--- config.mk ---
export PLATFORM = sky130hd
export DESIGN_NAME = rf_write_arbiter
export DESIGN_NICKNAME = d
export VERILOG_FILES = /design/src/rtl/rf_write_arbiter.sv
export SDC_FILE = /design/constraint.sdc
export NUM_CORES = 1
export LEC_CHECK = 0
export BUFFER_PORTS_ARGS = -buffer_cell sky130_fd_sc_hd__buf_2
export CAP_MARGIN = 20
export CORE_MARGIN = 10
export CORE_UTILIZATION = 48
export DETAILED_ROUTE_END_ITERATION = 8
export PLACE_DENSITY = 0.85
export SLEW_MARGIN = 30
export SYNTH_ARGS = -nofsm -noshare
export SYNTH_HDL_FRONTEND = slang
export SYNTH_SLANG_ARGS = --single-unit
--- constraint.sdc ---
create_clock -name clk -period 4.2 [get_ports clk]
set_clock_uncertainty 0.05 [all_clocks]
set_input_delay 0.42 -clock clk [delete_from_list [all_inputs] [get_ports clk]]
set_output_delay 0.42 -clock clk [all_outputs]
set_load 0.01 [all_outputs]
--- src/rtl/rf_write_arbiter.sv ---
// Round-robin arbiter sharing the register file's single write port among NREQ writeback sources.
// After reset it sweeps zeros into R1..R(max) before accepting any requester.
module rf_write_arbiter #(
    parameter int NREQ   = 2,
    parameter int ADDR_W = 5,
    parameter int DATA_W = 32
) (
    input  logic                     clk,
    input  logic                     rst,
    input  logic [NREQ-1:0]          req_valid,
    input  logic [NREQ*ADDR_W-1:0]   req_addr,
    input  logic [NREQ*DATA_W-1:0]   req_data,
    output logic [NREQ-1:0]          req_ready,
    output logic                     rf_we,
    output logic [ADDR_W-1:0]        rf_waddr,
    output logic [DATA_W-1:0]        rf_wdata,
    output logic                     init_done,
    output logic [7:0]               drop_cnt
);

    localparam int PTR_W = (NREQ > 1) ? $clog2(NREQ) : 1;
    localparam logic [ADDR_W-1:0] LAST_REG = '1;
    // Pointer value whose successor is NREQ-1, so the first grant after reset goes to the top requester.
    localparam logic [PTR_W-1:0]  RR_RESET = PTR_W'(NREQ - 2);

    typedef enum logic {INIT, RUN} state_t;

    state_t              state;
    logic [ADDR_W-1:0]   init_ptr;
    logic [PTR_W-1:0]    rr_ptr;

    logic                gnt_found;
    logic [PTR_W-1:0]    gnt_idx;
    logic [ADDR_W-1:0]   gnt_addr;
    logic [DATA_W-1:0]   gnt_data;

    // Search from rr_ptr+1 upward with wrap; gnt_found stops later candidates from overriding.
    always_comb begin
        // NOTE: every output of this block gets a default first, so no path can infer a latch.
        req_ready = '0;
        gnt_found = 1'b0;
        gnt_idx   = '0;
        gnt_addr  = '0;
        gnt_data  = '0;
        if (state == RUN) begin
            for (int k = 1; k <= NREQ; k++) begin
                for (int i = 0; i < NREQ; i++) begin
                    if (!gnt_found && req_valid[i] && ((int'(rr_ptr) + k) % NREQ) == i) begin
                        gnt_found    = 1'b1;
                        req_ready[i] = 1'b1;
                        gnt_idx      = PTR_W'(i);
                        gnt_addr     = req_addr[i*ADDR_W +: ADDR_W];
                        gnt_data     = req_data[i*DATA_W +: DATA_W];
                    end
                end
            end
        end
    end

    // NOTE: state is updated with non-blocking assignments so every register samples pre-edge values.
    always_ff @(posedge clk or negedge rst) begin
        if (!rst) begin
            state     <= INIT;
            init_ptr  <= ADDR_W'(1);
            rr_ptr    <= RR_RESET;
            rf_we     <= 1'b0;
            rf_waddr  <= '0;
            rf_wdata  <= '0;
            init_done <= 1'b0;
            drop_cnt  <= '0;
        end else if (state == INIT) begin
            rf_we    <= 1'b1;
            rf_waddr <= init_ptr;
            rf_wdata <= '0;
            init_ptr <= init_ptr + 1'b1;
            if (init_ptr == LAST_REG) begin
                state     <= RUN;
                init_done <= 1'b1;
            end
        end else begin
            rf_we <= 1'b0;
            if (gnt_found) begin
                rr_ptr   <= gnt_idx;
                rf_waddr <= gnt_addr;
                rf_wdata <= gnt_data;
                // Writes to R0 are accepted but never reach the RF; they are only counted.
                if (gnt_addr != '0)
                    rf_we <= 1'b1;
                else if (drop_cnt != 8'hFF)
                    drop_cnt <= drop_cnt + 8'd1;
            end
        end
    end

endmodule

==> results.toml <==
[worst_setup_path]
critical_path_buf_inv_count = 1
crit_chain = "clkinv_1 > a31oi_1 > and4b_1 > mux2_1"
reg2reg_to = "drop_cnt[1]"
cp.depth = 4
critPathSlowestCell = "dfrtp_1"
timing.reg2reg.setup_slack_ps = 1930
path_class = "register to register"
worstPathArrival_ps = 2410
cp.required_ps = 4340
startpoint_type = "register"
reg2reg_from = "state"
cp-end-kind = "register"
reg2reg_depth = 4
cpLargestDelayFamily = "flip-flops"
critical-path-max-stage-delay_ps = 630
timing.critical_path.to = "drop_cnt[1]"
setup.worst_path.start = "state"
cp_max_fo = 12

[global_routing]
grt_start_max_net_pins = 55
gr-total-overflow = 0
antenna_found_initial = 0
grt_pass1_vias = 2315
grt_pass1_wl_um = 12070
grt.total_usage = 0.1780

[run_status]
status = "finished, final reports clean"

[floorplan]
dieArea_um2 = 8225
pin_count = 127
die_w_um = 90.69
fp.dieH_um = 90.69
start_util = 0.5012
fp-row-count = 25
core_um2 = 4786

[clock_tree]
cts-resized-gates = 0
cts_setup_buffers = 0
clock_sinks = 54
cts-hold-fix-buffers = 0
cts_buffers = 5
clkTransAtPathRegs_ps = 100
cts_tree = "yes"
insertion_delay_ps = 300
cts_buffer_depth = 2
htree_levels = 2
root_buffer = "clkbuf_8"

[sta]
finalSetupViolations = 0
max_freq_ghz = 0.4410
post-route-period-util = 0.5400
slew_violations = 0
tightest_slew_ps = 656.8
fin_tns_setup_ps = 0
rsz0062_at_grt = "false"
relSlewSlack = 0.5621
fin_crit_ps = 2268
final-hold-violation-count = 0

[finish]
syn2layout_area_growth_pct = 34.43
drive_gt1_frac = 0.4153
postLayoutCellArea_um2 = 3224
nets = 434
diodes = 0
fillCellCount = 417

[synth]
seq_area_frac_synth = 0.5639
syn_area_um2 = 2399
avgSynthCellArea_um2 = 10.38
netlist_instances = 231
ys_types = 34
synthesis.nets = 312
synth-seq-cells = 54
ys_warn_count = 0

[routing]
viasPerCell = 5.378
first_pass_iters = 4
ant_nets = 0
wl_um = 7406
vias = 2264
avgRoutedWirePerCell_um = 17.59
drt-initial-drc-count = 119
drc = 0

[pwr]
p_per_area_nw_per_um2 = 383.0
leakagePower_nw = 1.618
peakVddDrop_v = 0.0002211

[placed_design]
portBuffers = 126
placed_cell_area_um2 = 3097
globalplace.congestion = 0.7938
hpwl_um = 5648

[flow_run]
drv_cap = 0

[min_path]
holdCritPathClass = "input port to async pin"
==> registers in the layout, summed over array words and instances, names as in the netlist <==
signal / flops
rf_we: 1
rf_waddr: 5
drop_cnt: 8
rr_ptr: 1
state: 1
rf_wdata: 32
init_done: 1
init_ptr: 5
==> final cells by class <==
type | count | area [um2] | area share
flip-flops and latches | 54 | 1353 | 0.4195
well taps | 67 | 83.83 | 0.02600
clock inverters | 3 | 43.79 | 0.01358
repair buffers | 131 | 675.6 | 0.2095
clock buffers | 5 | 68.82 | 0.02134
inverters | 1 | 3.754 | 0.001164
multi-input cells | 160 | 996.0 | 0.3089
==> power breakdown <==
part / switching (mW) / internal [mW] / total [mW] / leakage, nW
Clock: 0.166 / 0.179 / 0.345 / 0.0585
Sequential: 0.0407 / 0.580 / 0.620 / 0.675
Combinational: 0.149 / 0.121 / 0.270 / 0.885
Total: 0.355 / 0.880 / 1.23 / 1.62
==> metal layers <==
layer  wire [um]  share of wire  global-route usage
met1        2930           0.40              0.2020
met2        3908           0.53              0.3155
met3         473          0.064             0.04738
met4          92          0.012             0.05570
met5           0              0                   0
==> worst reg2reg max path, stage by stage, from the launching register on <==
cell and delay, ps:
dfrtp_1 630, clkinv_1 430, a31oi_1 300, and4b_1 400, mux2_1 350
==> synth_stat cells (all sizes together) <==
| cell type | count | area (um2) |
|---|---|---|
| buf | 3 | 20.01 |
| ha | 3 | 37.54 |
| a21o | 2 | 15.01 |
| o21ai | 38 | 190.2 |
| o41ai | 1 | 8.760 |
| nor2b | 1 | 6.260 |
| nand2 | 39 | 146.4 |
| a221oi | 3 | 26.28 |
| a22oi | 35 | 262.8 |
| dfrtp | 53 | 1326 |
| nor2 | 3 | 11.26 |
| nand3 | 2 | 10.01 |
| or2 | 1 | 6.260 |
| xor2 | 1 | 8.760 |
| and3 | 5 | 31.28 |
| and2 | 2 | 12.51 |
| a31oi | 2 | 12.51 |
| clkbuf | 13 | 48.80 |
| a32o | 1 | 10.01 |
| dfstp | 1 | 26.28 |
| nand4 | 3 | 18.77 |
| a21oi | 1 | 5.000 |
| nor3 | 1 | 10.01 |
| clkinv | 1 | 3.750 |
| and4b | 1 | 10.01 |
| a21boi | 1 | 7.510 |
| mux2 | 3 | 33.78 |
| nand2b | 1 | 6.260 |
| or4 | 1 | 7.510 |
| xnor2 | 9 | 78.83 |
==> logic make-up (layout without fill, tap and decap cells) <==
kind of cell / after synthesis / count (layout) / share of synthesized area
xor+xnor: 10 / 10 / 0.03652
buf+inv: 17 / 140 / 0.03025
flops: 54 / 54 / 0.5639
compound gates: 84 / 84 / 0.2243
mux: 3 / 3 / 0.01408
simple gates: 60 / 60 / 0.1153
fa+ha+maj: 3 / 3 / 0.01565
==> through the flow <==
stage,utilization,total power [mW],setup slack (ps),hold slack [ps],instances
2_1_floorplan,-,0.7567,2272,74.41,231
3_3_place_gp,0.6468,0.8932,1761,393.9,412
3_5_place_dp,0.6471,0.9040,1659,399.7,412
4_1_cts,0.6706,1.248,1778,192.7,420
5_1_grt,0.6737,1.312,1793,212.6,421
6_report,0.6737,1.235,1932,177.6,421
==> cells in the final DEF (no fill, tap or decap), types with 2 or more instances in the layout <==
cell and instances:
buf_2 126, dfrtp_1 53, nand2_1 39, o21ai_0 37, a22oi_1 35, xnor2_1 9, and3_1 5, clkbuf_8 5
buf_4 4, nor2_1 3, a221oi_1 3, nand4_1 3, ha_1 3, a31oi_1 2, nand3_1 2, a21o_1 2
mux2_2 2
==> how the worst min path moves through the flow <==
stage / start / end / cells after the start
final: rst / rf_wdata[3] / 2
after detailed placement: init_done / init_done / 1
after global placement: init_done / init_done / 1
after global routing: rst / rf_wdata[2] / 2
after CTS: rst / rf_wdata[3] / 2
after floorplan: rst / drop_cnt[0] / 0
Note: power is estimated with default switching activity, not from simulation.
